File: src/rtl/tx_hex_arbiter.sv
`default_nettype none
// ============================================================================
//  Module   : tx_hex_arbiter
//  Brief    : Two-requester arbiter that prints an accepted 32-bit word as
//             eight uppercase ASCII hex characters (optionally followed by
//             CR LF) over a valid/ready byte stream to a UART transmitter.
//  Revision : 1.0 - initial release
// ============================================================================
module tx_hex_arbiter #(
  parameter int PRIO_RR = 1,  // 1 = round-robin on ties, 0 = requester 0 wins
  parameter int TERM    = 1   // 1 = append CR LF after the hex digits
) (
  input  logic        clk,
  input  logic        rst,
  input  logic        req0_vld,
  input  logic [31:0] req0_data,
  output logic        req0_rdy,
  input  logic        req1_vld,
  input  logic [31:0] req1_data,
  output logic        req1_rdy,
  output logic [7:0]  d_tx,
  output logic        vld_tx,
  input  logic        rdy_tx,
  output logic        busy,
  output logic        grant
);

  localparam logic [0:0] c_IDLE     = 1'b0;
  localparam logic [0:0] c_SEND     = 1'b1;
  localparam logic [3:0] c_LAST_IDX = (TERM != 0) ? 4'd9 : 4'd7;

  logic [0:0]  r_state;
  logic [3:0]  r_idx;
  logic [31:0] r_data;
  logic        r_grant;
  logic        r_last_grant;

  logic        w_idle;
  logic        w_win;
  logic        w_accept;
  logic        w_last;
  logic [3:0]  w_nib;
  logic [7:0]  w_char;

  assign w_idle = (r_state == c_IDLE);

  // Pick the winner among the valid requesters; on a tie round-robin
  // favours whoever did not own the previous word.
  always_comb begin
    w_win = 1'b0;
    if (req0_vld && req1_vld) begin
      w_win = (PRIO_RR != 0) ? ~r_last_grant : 1'b0;
    end else if (req1_vld) begin
      w_win = 1'b1;
    end
  end

  // Ready is only offered in IDLE, only to the winner, and never in reset.
  assign req0_rdy = w_idle & ~rst & req0_vld & ~w_win;
  assign req1_rdy = w_idle & ~rst & req1_vld &  w_win;
  assign w_accept = req0_rdy | req1_rdy;

  assign w_last = (r_idx == c_LAST_IDX);

  // Select the character for the current index: nibbles MSB first, then CR LF.
  always_comb begin
    w_nib  = r_data[{~r_idx[2:0], 2'b00} +: 4];
    w_char = (w_nib < 4'd10) ? (8'h30 + {4'h0, w_nib})
                             : (8'h37 + {4'h0, w_nib});
    if (r_idx == 4'd8) begin
      w_char = 8'h0D;
    end else if (r_idx == 4'd9) begin
      w_char = 8'h0A;
    end
  end

  assign busy   = (r_state == c_SEND);
  assign vld_tx = busy;
  assign d_tx   = busy ? w_char : 8'h00;
  assign grant  = r_grant;

  // Word capture on acceptance and character sequencing while sending.
  always_ff @(posedge clk) begin
    if (rst) begin
      r_state      <= c_IDLE;
      r_idx        <= 4'd0;
      r_data       <= 32'h0;
      r_grant      <= 1'b0;
      r_last_grant <= 1'b1;
    end else if (r_state == c_IDLE) begin
      if (w_accept) begin
        r_data  <= w_win ? req1_data : req0_data;
        r_grant <= w_win;
        r_idx   <= 4'd0;
        r_state <= c_SEND;
      end
    end else begin
      if (rdy_tx) begin
        if (w_last) begin
          r_state      <= c_IDLE;
          r_idx        <= 4'd0;
          r_last_grant <= r_grant;
        end else begin
          r_idx <= r_idx + 4'd1;
        end
      end
    end
  end

endmodule
`default_nettype wire

File: config.mk
export PLATFORM = sky130hd
export DESIGN_NAME = tx_hex_arbiter
export DESIGN_NICKNAME = d
export VERILOG_FILES = /design/src/rtl/tx_hex_arbiter.sv
export SDC_FILE = /design/constraint.sdc
export NUM_CORES = 1
export LEC_CHECK = 0
export CORE_MARGIN = 8
export CORE_UTILIZATION = 44
export DETAILED_ROUTE_END_ITERATION = 16
export GPL_TIMING_DRIVEN = 0
export PLACE_DENSITY = 0.78
export SYNTH_ARGS = -nofsm -noshare
export SYNTH_HDL_FRONTEND = slang
export SYNTH_SLANG_ARGS = --single-unit
File: constraint.sdc
create_clock -name clk -period 2.69 [get_ports clk]
set_clock_uncertainty 0.15 [all_clocks]
set_input_delay 0.269 -clock clk [delete_from_list [all_inputs] [get_ports clk]]
set_output_delay 0.269 -clock clk [all_outputs]
set_load 0.05 [all_outputs]
# == Yosys cells after proc, flatten, opt, wreduce, memory -nomap -nowiden ==
# Cells that the tools add are included.
# totals
register_bits,39
inputBits,69
output_inout_bits,13
word_cells,44
# op_classes
n_lt_le_gt_ge,1
n_shift,1
n_reduce_logical,5
add_sub_neg,3
eq_ne,3
bitwise,11
muxes,15
# ops
cell,n
$mux 32,1
$shiftx 32x6->4,1
$mux 7,3
$mux 4,4
$add 6x4->7 const A,2
$eq 4x4->1 const B,2
$mux 8,1
$mux 1,6
$and 1x1->1,5
$add 4x1->4 const B,1
$lt 4x4->1 const B,1
$not 1->1,4
$reduce_and 2->1,2
$not 3->3,1
$reduce_and 3->1,1
$ne 2x2->1 const B,1
$reduce_bool 2->1,1
$logic_and 1x1->1,1
$or 1x1->1,1

# == Longest topological paths before layout ==
# Gate-level depths: netlist of run 1.
# logic_depth
word_depth,7
ltp_mapped,7
depth_no_buf,7

# == Least setup slack after synthesis of run 1 ==
# OpenSTA, ideal clock, no wires.
# synth_timing
path_kind,register to output
start,register r_idx[0]
end,output port d_tx[3]
arrival_ps,2497
path_stages_with_launch,5
setup_slack_ps,-226
path_cell_list,dfxtp_1 mux4_1 mux2i_2 nand3_1 a21boi_0
# synth_via
elab_chain_len,7
elab_cells_between_ends,11
classes_between,2 x add/sub; 1 x order compare; 2 x eq/ne; 1 x shift; 4 x mux; 1 x bitwise
# synth_rtl
element,line,rtl
"start, declared",33,logic [3:0] r_idx;
"start signal, assigned",104,r_idx <= r_idx + 4'd1;
$not 3->3,67,"w_nib = r_data[{~r_idx[2:0], 2'b00} +: 4];"
$shiftx 32x6->4,67,
$add 6x4->7 (tied with other cells),69,": (8'h37 + {4'h0, w_nib});"
$mux 7,68,"w_char = (w_nib < 4'd10) ? (8'h30 + {4'h0, w_nib})"
$mux 7,72,end else if (r_idx == 4'd9) begin
$mux 7 *,70,if (r_idx == 4'd8) begin
$mux 8 *,79,assign d_tx = busy ? w_char : 8'h00;
"end, declared",21,"output logic [7:0] d_tx,"
# Mark *: on every way between the ends. The rest lies on a longest branch, timed or not.

# == Worst setup path after layout of run 1 ==
# layout_timing
start,register r_idx[0]
end,output port d_tx[1]
# Same word-level chain as after synthesis.

==> results_dict.tcl, run 1 <==
set metrics [dict create \
    path_max_fanout 7 \
    fin_nets 398 \
    hold_path.class "input port to register" \
    yosysSeqAreaShare 0.353 \
    initial_core_util 0.444 \
    root_buffer "clkbuf_8" \
    die_w_um 86.9 \
    grt_setup_unrepaired "yes" \
    overflow 0 \
    clk_pin_slew_ps 70 \
    ios 82 \
    gp_congestion 0.772 \
    setup_tns_ps 0 \
    final_common_cell "clkdlybuf4s50_1" \
    dp_hpwl_um 4870 \
    synth_area_um2 2210 \
    grt_first_pass_wirelength_um 9970 \
    maxCapViolCount 0 \
    maxSlewViolCount 0 \
    diodes 0 \
    track_usage 0.168 \
    arrival_ps 2240 \
    drt_iter0_drc 118 \
    htreeDepth 2 \
    fin_crit_ps 2660 \
    setup_violations 0 \
    areaGrowthSynthToFinish_pct 48.3 \
    cts.sinks 39 \
    ir_drop_v 0.000280 \
    finalHoldViolations 0 \
    cts_made_buffers 5 \
    fmax_mhz 375 \
    p_leak_nw 1.22 \
    yosysWarnings 0 \
    postSynthAreaPerCell_um2 9.45 \
    max_slew_margin 0.634 \
    period_share 0.990 \
    wl_per_cell_um 15.5 \
    io_buffers 79 \
    power.switching_w 0.000433 \
    intPower_w 0.00108 \
    num_rows 26 \
    crit_path_end_kind "primary output" \
    clock_latency_ps 290 \
    worst_pin_slew_ps 549 \
    pwr-share-clk 0.287 \
    p_seq_frac 0.433 \
    grt_max_degree 12 \
    die_area_um2 7550 \
    swShare 0.287 \
    ys_seq_elements 39 \
    worstSetupPathType "register to primary output" \
    layout_common_cells "clkdlybuf4s50_1 (70), nor2_1 (40), dfxtp_1 (36)" \
    synth_nets 307 \
    cts.path.max_buffers 2 \
    viasPerCell 5.19 \
    start_kind "register" \
    status "complete, no violations" \
    combinationalPowerShare 0.280 \
    yosysUniqueCellTypes 38 \
    drt_wl_total_um 6130 \
    ant_nets 0 \
    vias 2057 \
    power_density_nw_per_um2 460 \
    drive_gt1_frac 0.172 \
    route.detailed.drc 0 \
    netlist_instances 234 \
    final_util 0.659 \
    die_h_um 86.9 \
    dr.pass1.iters 4 \
    cp.required_ps 2270 \
    holdBufCountCts 0 \
    tritoncts "yes" \
    grt_pass1_vias 2131 \
    antenna_found_initial 0 \
    core_area_um2 4980 \
]
[worst paths after layout]
kind | start | endpoint | slack, ps | depth (start not counted)
max reg2reg | r_idx[1] | r_idx[3] | 730 | 6
min | rst | r_last_grant | 190 | 2
min reg2reg | r_last_grant | r_last_grant | 340 | 2
max | r_idx[0] | d_tx[1] | 30 | 8
[worst max-delay path: stages (launching register included)]
cell and delay, ps:
dfxtp_4 390, buf_8 140, mux4_2 550, mux2i_4 220, ha_4 230, nand2_2 50
nand2_2 50, a21oi_2 140, buf_6 170
[layer usage]
layer  global-route usage  up-vias  share of wire  routed length (µm)
met5                    0        -              0                   0
met4               0.0767        0          0.017                 106
met3               0.0547       11          0.065                 399
met2                0.279       65           0.49                3000
met1                0.190      945           0.43                2630
li1                     -     1036              -                   -
[cell families after synthesis]
kind of cell | count (synthesis) | share of synthesized area
flip-flops | 39 | 0.353
AO/OA/AOI/OAI | 54 | 0.164
adder cells (fa/ha/maj) | 4 | 0.0226
multiplexers | 46 | 0.270
AND/OR/NAND/NOR | 65 | 0.130
other | 1 | 0.00170
XOR/XNOR | 1 | 0.00396
buffers and inverters | 24 | 0.0549
[stage by stage]
stage / worst slack (ps) / cell area (µm²) / total power [W] / cells / hold slack, ps
floorplan: 24.4 / 2230 / 0.000894 / 234 / 294
global placement: -513 / 3110 / 0.00106 / 383 / 319
detailed placement: -557 / 3110 / 0.00107 / 383 / 332
CTS: 5.78 / 3260 / 0.00151 / 394 / 187
global route: -42.1 / 3280 / 0.00158 / 396 / 186
finish: 26.2 / 3280 / 0.00151 / 396 / 194
[sequential cells by signal (all words and copies together), names as in the netlist]
signal	cells
busy	1
grant	1
r_data	32
r_idx	4
r_last_grant	1
[cells in the mapped netlist (all sizes together)]
library cell | number | area share
inv | 2 | 0.0034
a22oi | 1 | 0.0034
mux4 | 8 | 0.088
a31oi | 1 | 0.0028
and3 | 2 | 0.0057
nand3b | 2 | 0.0068
conb | 1 | 0.0017
nand2b | 2 | 0.0057
nor2 | 40 | 0.068
xor2 | 1 | 0.0040
o21ai | 8 | 0.018
mux2i | 37 | 0.17
nor3b | 1 | 0.0034
a211oi | 32 | 0.11
nand4 | 1 | 0.0028
ha | 4 | 0.023
mux2 | 1 | 0.0068
dfxtp | 39 | 0.35
nor3 | 1 | 0.0023
and2b | 1 | 0.0040
clkinv | 1 | 0.0017
nor4 | 1 | 0.0028
nand2 | 7 | 0.012
nand3 | 5 | 0.011
nor2b | 1 | 0.0028
a21boi | 2 | 0.0068
clkbuf | 7 | 0.012
buf | 14 | 0.038
a21oi | 10 | 0.024
or3 | 1 | 0.0028
[what timing repair did]
item                                    in CTS  in global routing
buffers inserted                             3                  2
gates resized for setup                     50                 16
cloned                                       0                  0
endpoints found under the setup margin       9                  8
pin swaps                                    1                  0
hold endpoints to repair                     0                  0
[cell type report]
| cell class | instances | area [µm²] |
|---|---|---|
| plain buffers | 21 | 114 |
| well taps | 70 | 87.6 |
| clock buffers | 8 | 100 |
| fillers | 424 | 1700 |
| flip-flops and latches | 39 | 787 |
| inverters | 3 | 12.5 |
| multi-input cells | 171 | 1360 |
| repair buffers | 84 | 821 |
[power groups by stage]
stage          clock, W  sequential (W)  combinational, W
2_1_floorplan         0        0.000661          0.000232
3_3_place_gp          0        0.000664          0.000392
3_5_place_dp          0        0.000666          0.000401
4_1_cts        0.000439        0.000653          0.000414
5_1_grt        0.000465        0.000659          0.000459
6_report       0.000433        0.000654          0.000423
No activity file was read; power rests on OpenSTA's default activity.
==> run 2: changes to the inputs <==
--- a/config.mk
+++ b/config.mk
@@ -6,10 +6,10 @@
 export NUM_CORES = 1
 export LEC_CHECK = 0
 export CORE_MARGIN = 8
-export CORE_UTILIZATION = 44
+export CORE_UTILIZATION = 25
 export DETAILED_ROUTE_END_ITERATION = 16
 export GPL_TIMING_DRIVEN = 0
-export PLACE_DENSITY = 0.78
+export PLACE_DENSITY = 0.48
 export SYNTH_ARGS = -nofsm -noshare
 export SYNTH_HDL_FRONTEND = slang
 export SYNTH_SLANG_ARGS = --single-unit
==> run 2 against run 1 <==
Effect of this change:
- hold slack lost 19 ps
- sequential power is essentially flat
- die area grew 60%
- sequential share of layout area shrank 0.52 points
- highest routed layer unchanged
==> results_dict.tcl, run 2 (same netlist as run 1, synthesis figures left out) <==
set metrics [dict create \
    reg2reg_from "r_idx[1]" \
    dr.pass1.iters 4 \
    dp_cells 421 \
    drt_iter0_drc 54 \
    worstSetupPathType "register to primary output" \
    gp_congestion 0.757 \
    critical-path-top-delay-family "multiplexers" \
    worst_pin_slew_ps 560 \
    arrival_ps 2230 \
    dp_hpwl_um 5360 \
    crit_slowest_cell "mux4_2" \
    cts.path.max_buffers 2 \
    status "complete, no violations" \
    hold_path.class "input port to register" \
    viasPerCell 4.69 \
    areaGrowthSynthToFinish_pct 51.6 \
    antenna_found_initial 0 \
    reg2regPathDepth 6 \
    die_area_um2 12100 \
    path_buf_inv 3 \
    cp.depth 8 \
    largest_register_ffs 32 \
    drive_gt1_frac 0.177 \
    wl_per_cell_um 15.5 \
    maxSlewViolCount 0 \
    ir_drop_v 0.000156 \
    finalHoldViolations 0 \
    power_density_nw_per_um2 454 \
    setup_violations 0 \
    top_regs "r_data (32), r_idx (4)" \
    max_slew_margin 0.627 \
    root_buffer "clkbuf_8" \
    track_usage 0.116 \
    maxCapViolCount 0 \
    die_w_um 110 \
    cts.sinks 39 \
    initial_core_util 0.256 \
    diodes 0 \
    p_total_w 0.00152 \
    ff_latch_area_um2 787 \
    clock_latency_ps 290 \
    cp.required_ps 2270 \
    grt_pass1_vias 2188 \
    vias 2041 \
    rrSetupSlack_ps 740 \
    top_register "r_data" \
    grt_first_pass_wirelength_um 10900 \
    p_leak_nw 1.23 \
    final_util 0.388 \
    overflow 0 \
    period_share 0.984 \
    stdcell_count 435 \
    cts_made_buffers 5 \
    tritoncts "yes" \
    crit_path_end "d_tx[2]" \
    multi_input_area_um2 1370 \
    path_max_fanout 6 \
    drt_wl_total_um 6740 \
    grt_max_degree 13 \
    ios 82 \
    fmax_mhz 378 \
    route.detailed.drc 0 \
    core_area_um2 8640 \
    grt_setup_unrepaired "yes" \
    io_buffers 79 \
    fillers 920 \
    start_kind "register" \
    fin_nets 399 \
    path_cells "buf_8, buf_4, mux4_2, mux2_4, a21oi_2, a31oi_1, o21ai_2, buf_6" \
    critPathMaxStageDelay_ps 500 \
    layout_common_cells "clkdlybuf4s50_1 (70), nor2_1 (40), dfxtp_1 (36)" \
    final_common_cell "clkdlybuf4s50_1" \
    fin_crit_ps 2650 \
    crit_path_end_kind "primary output" \
    crit_path_start "r_idx[0]" \
    die_h_um 110 \
    ant_nets 0 \
    clk_pin_slew_ps 80 \
    num_rows 34 \
    htreeDepth 2 \
    timing.rr.end "r_idx[3]" \
]
run 2: cell types whose count changed in the layout (fill, tap and decap cells not counted), sizes merged:
cell,before,now
clkbuf,16,15
clkinvlp,0,1
buf,25,26
run 2: how the worst min path moves through the flow:
stage / slack (ps) / start / to / cells after the start
finish: 170 / rst / r_last_grant / 2
global route: 190 / rst / r_last_grant / 2
CTS: 170 / rst / r_last_grant / 2
detailed placement: 330 / r_last_grant / r_last_grant / 2
global placement: 330 / r_last_grant / r_last_grant / 2
floorplan: 290 / r_last_grant / r_last_grant / 2
run 2: cell type report:
| class | instances | area share |
|---|---|---|
| Timing Repair Buffer | 85 | 0.248 |
| Multi-Input combinational cell | 171 | 0.407 |
| Clock inverter | 1 | 0.00224 |
| Inverter | 3 | 0.00373 |
| Tap cell | 108 | 0.0403 |
| Buffer | 21 | 0.0347 |
| Clock buffer | 7 | 0.0287 |
| Sequential cell | 39 | 0.235 |
run 2: repair_timing:
action | 4_1_cts | 5_1_grt
hold buffers | 0 | 0
resized for setup | 54 | 16
pin swaps | 1 | 3
cloned | 0 | 0
endpoints found under the setup margin | 9 | 8
setup buffers | 5 | 1
run 2: where the power goes:
group          total (W)  leakage, nW  internal (W)  switching (W)
sequential      0.000652        0.323      0.000623      0.0000296
clock           0.000444       0.0505      0.000233       0.000211
combinational   0.000426        0.855      0.000221       0.000205
run 2: metrics by stage:
stage / hold WS [ps] / setup TNS (ps) / instance area [µm²] / worst slack (ps)
2_1_floorplan: 294 / 0 / 2230 / 24.4
3_3_place_gp: 327 / -3340 / 3160 / -600
3_5_place_dp: 334 / -3350 / 3160 / -585
4_1_cts: 170 / 0 / 3330 / 17.2
5_1_grt: 192 / -155 / 3350 / -48.7
6_report: 174 / 0 / 3350 / 42.8
run 2: routing by layer:
layer,vias to the layer above,part of all wire,GRT usage
li1,1040,-,-
met1,942,0.44,0.148
met2,54,0.49,0.188
met3,5,0.061,0.0337
met4,0,0.0077,0.0260
met5,-,0,0
==> run 3: changes to the inputs <==
--- a/config.mk
+++ b/config.mk
@@ -10,6 +10,7 @@
 export DETAILED_ROUTE_END_ITERATION = 16
 export GPL_TIMING_DRIVEN = 0
 export PLACE_DENSITY = 0.48
+export SKIP_LAST_GASP = 1
 export SYNTH_ARGS = -nofsm -noshare
 export SYNTH_HDL_FRONTEND = slang
 export SYNTH_SLANG_ARGS = --single-unit
==> run 3 against run 2 <==
Effect of this change:
- sequential share of layout area shrank 0.31 points
- combinational power grew 4%
- sequential power is essentially flat
- hold slack gained 4.2 ps
- setup slack lost 34 ps
- fmax shrank 1.3%
- sequential cell count is the same
- die area is the same
- cell count grew 1.1%
- largest power group unchanged
- highest routed layer unchanged
==> results_dict.tcl, run 3 (same netlist as run 1, synthesis figures left out) <==
set metrics [dict create \
    num_rows 34 \
    antenna_found_initial 0 \
    hold_path.class "input port to register" \
    path_max_fanout 5 \
    final_common_cell "clkdlybuf4s50_1" \
    top_regs "r_data (32), r_idx (4)" \
    rrSetupSlack_ps 740 \
    crit_slowest_cell "mux4_2" \
    gp_congestion 0.757 \
    power_density_nw_per_um2 451 \
    ios 82 \
    wl_met2_um 3350 \
    vias 2063 \
    viasPerCell 4.69 \
    drt_iter0_drc 51 \
    track_usage 0.115 \
    finalHoldViolations 0 \
    ir_drop_v 0.000157 \
    min-delay-start "rst" \
    p_leak_nw 1.26 \
    grt_setup_unrepaired "yes" \
    cts_made_buffers 5 \
    power.switching_w 0.000450 \
    tritoncts "yes" \
    swShare 0.293 \
    dr.pass1.iters 4 \
    reg2reg_from "r_idx[1]" \
    timing.rr.end "r_idx[3]" \
    max_slew_margin 0.620 \
    wirelength_met1_um 3100 \
    crit_path_end_kind "primary output" \
    worstSetupPathType "register to primary output" \
    holdBufCountCts 0 \
    core_area_um2 8640 \
    route.detailed.drc 0 \
    top_register "r_data" \
    cp.required_ps 2270 \
    finalWorstSetupSlack_ps 8.76 \
    grt_max_degree 13 \
    layout_common_cells "clkdlybuf4s50_1 (70), nor2_1 (40), dfxtp_1 (36)" \
    arrival_ps 2260 \
    dp_slack_ps -585 \
    worst_pin_slew_ps 569 \
    wl_met3_um 376 \
    crit_top_cell "buf_6" \
    initial_core_util 0.256 \
    intPower_w 0.00109 \
    p_total_w 0.00154 \
    clock_latency_ps 290 \
    dp_hpwl_um 5360 \
    drt_wl_total_um 6880 \
    maxSlewViolCount 0 \
    diodes 0 \
    pwr-share-clk 0.288 \
    period_share 0.997 \
    setup_violations 0 \
    die_w_um 110 \
    reg2regPathDepth 6 \
    drive_gt1_frac 0.190 \
    fin_crit_ps 2680 \
    path_cells "buf_4, mux4_2, mux2i_4, buf_6, a21oi_2, xor2_1, o21ai_1, buf_6" \
    status "complete, no violations" \
    root_buffer "clkbuf_8" \
    fin_nets 404 \
    htreeDepth 2 \
    io_buffers 79 \
    die_area_um2 12100 \
    die_h_um 110 \
    whs_path_depth 2 \
    fmax_mhz 373 \
    wl_per_cell_um 15.6 \
    cts.sinks 39 \
    worstHoldEndpoint "r_last_grant" \
    p_seq_frac 0.424 \
    combinationalPowerShare 0.288 \
    cts.path.max_buffers 2 \
    overflow 0 \
    top_layer "met4" \
    ant_nets 0 \
    largest_register_ffs 32 \
    maxCapViolCount 0 \
    critPathMaxStageDelay_ps 510 \
    start_kind "register" \
    grt_first_pass_wirelength_um 10900 \
    grt_pass1_vias 2186 \
    clk_pin_slew_ps 80 \
    areaGrowthSynthToFinish_pct 54.1 \
]
==> run 3: cell types whose count changed in the layout (fill, tap and decap cells not counted) <==
cell     previous run  this run
buf_4               8        11
nand2_1             5         7
nand2_2             2         0
a31oi_1             1         0
a31oi_2             0         1
buf_6               6         7
buf_8               1         2
dfxtp_2             2         1
dfxtp_4             1         2
o21ai_1             2         1
o21ai_2             1         2
==> run 3: what timing repair did <==
| item | CTS | global route |
|---|---|---|
| resized for setup | 53 | 21 |
| cloned | 0 | 0 |
| pin swaps | 1 | 5 |
| endpoints found under the setup margin | 9 | 8 |
| setup buffers | 5 | 6 |
==> run 3: critical path: cells and delay by family, from the launching register on <==
kind / cells / cell delay (ps)
buf+inv: 3 / 460
flops: 1 / 380
mux: 2 / 740
compound gates: 2 / 240
xor+xnor: 1 / 140
==> run 3: power by group through the flow <==
stage | combinational (W) | sequential, W | clock (W)
after floorplan | 0.000232 | 0.000661 | 0
after global placement | 0.000405 | 0.000666 | 0
after detailed placement | 0.000409 | 0.000667 | 0
after CTS | 0.000421 | 0.000653 | 0.000456
after global routing | 0.000484 | 0.000657 | 0.000480
final | 0.000442 | 0.000652 | 0.000443
==> run 3: worst max path at each step <==
| stage | cells past startpoint | endpoint | startpoint |
|---|---|---|---|
| 3_5_place_dp | 7 | d_tx[4] | r_idx[0] |
| 6_report | 8 | d_tx[0] | r_idx[0] |
| 2_1_floorplan | 5 | d_tx[0] | r_idx[0] |
| 4_1_cts | 8 | d_tx[1] | r_idx[0] |
| 3_3_place_gp | 8 | d_tx[1] | r_idx[0] |
| 5_1_grt | 8 | d_tx[0] | r_idx[0] |
==> run 3: area by class of cell <==
cell class                      count  area (µm²)
Inverter                            3        12.5
Multi-Input combinational cell    171        1370
Clock buffer                        7        96.3
Tap cell                          108         135
Fill cell                         916        5230
Buffer                             21         120
Clock inverter                      1        7.51
Timing Repair Buffer               90         877
Sequential cell                    39         790
==> run 3: stage by stage <==
| step | hold WS [ps] | utilization | TNS, ps | instance area (µm²) | instances |
|---|---|---|---|---|---|
| 2_1_floorplan | 294 | - | 0 | 2230 | 234 |
| 3_3_place_gp | 327 | 0.365 | -3340 | 3160 | 421 |
| 3_5_place_dp | 334 | 0.365 | -3350 | 3160 | 421 |
| 4_1_cts | 170 | 0.385 | -23.0 | 3320 | 434 |
| 5_1_grt | 193 | 0.395 | -199 | 3410 | 440 |
| 6_report | 179 | 0.395 | 0 | 3410 | 440 |
==> run 3: per-layer routing <==
| metal | track usage | up-vias |
|---|---|---|
| li1 | - | 1047 |
| met1 | 0.147 | 958 |
| met2 | 0.188 | 53 |
| met3 | 0.0337 | 5 |
| met4 | 0.0260 | 0 |
| met5 | 0 | - |
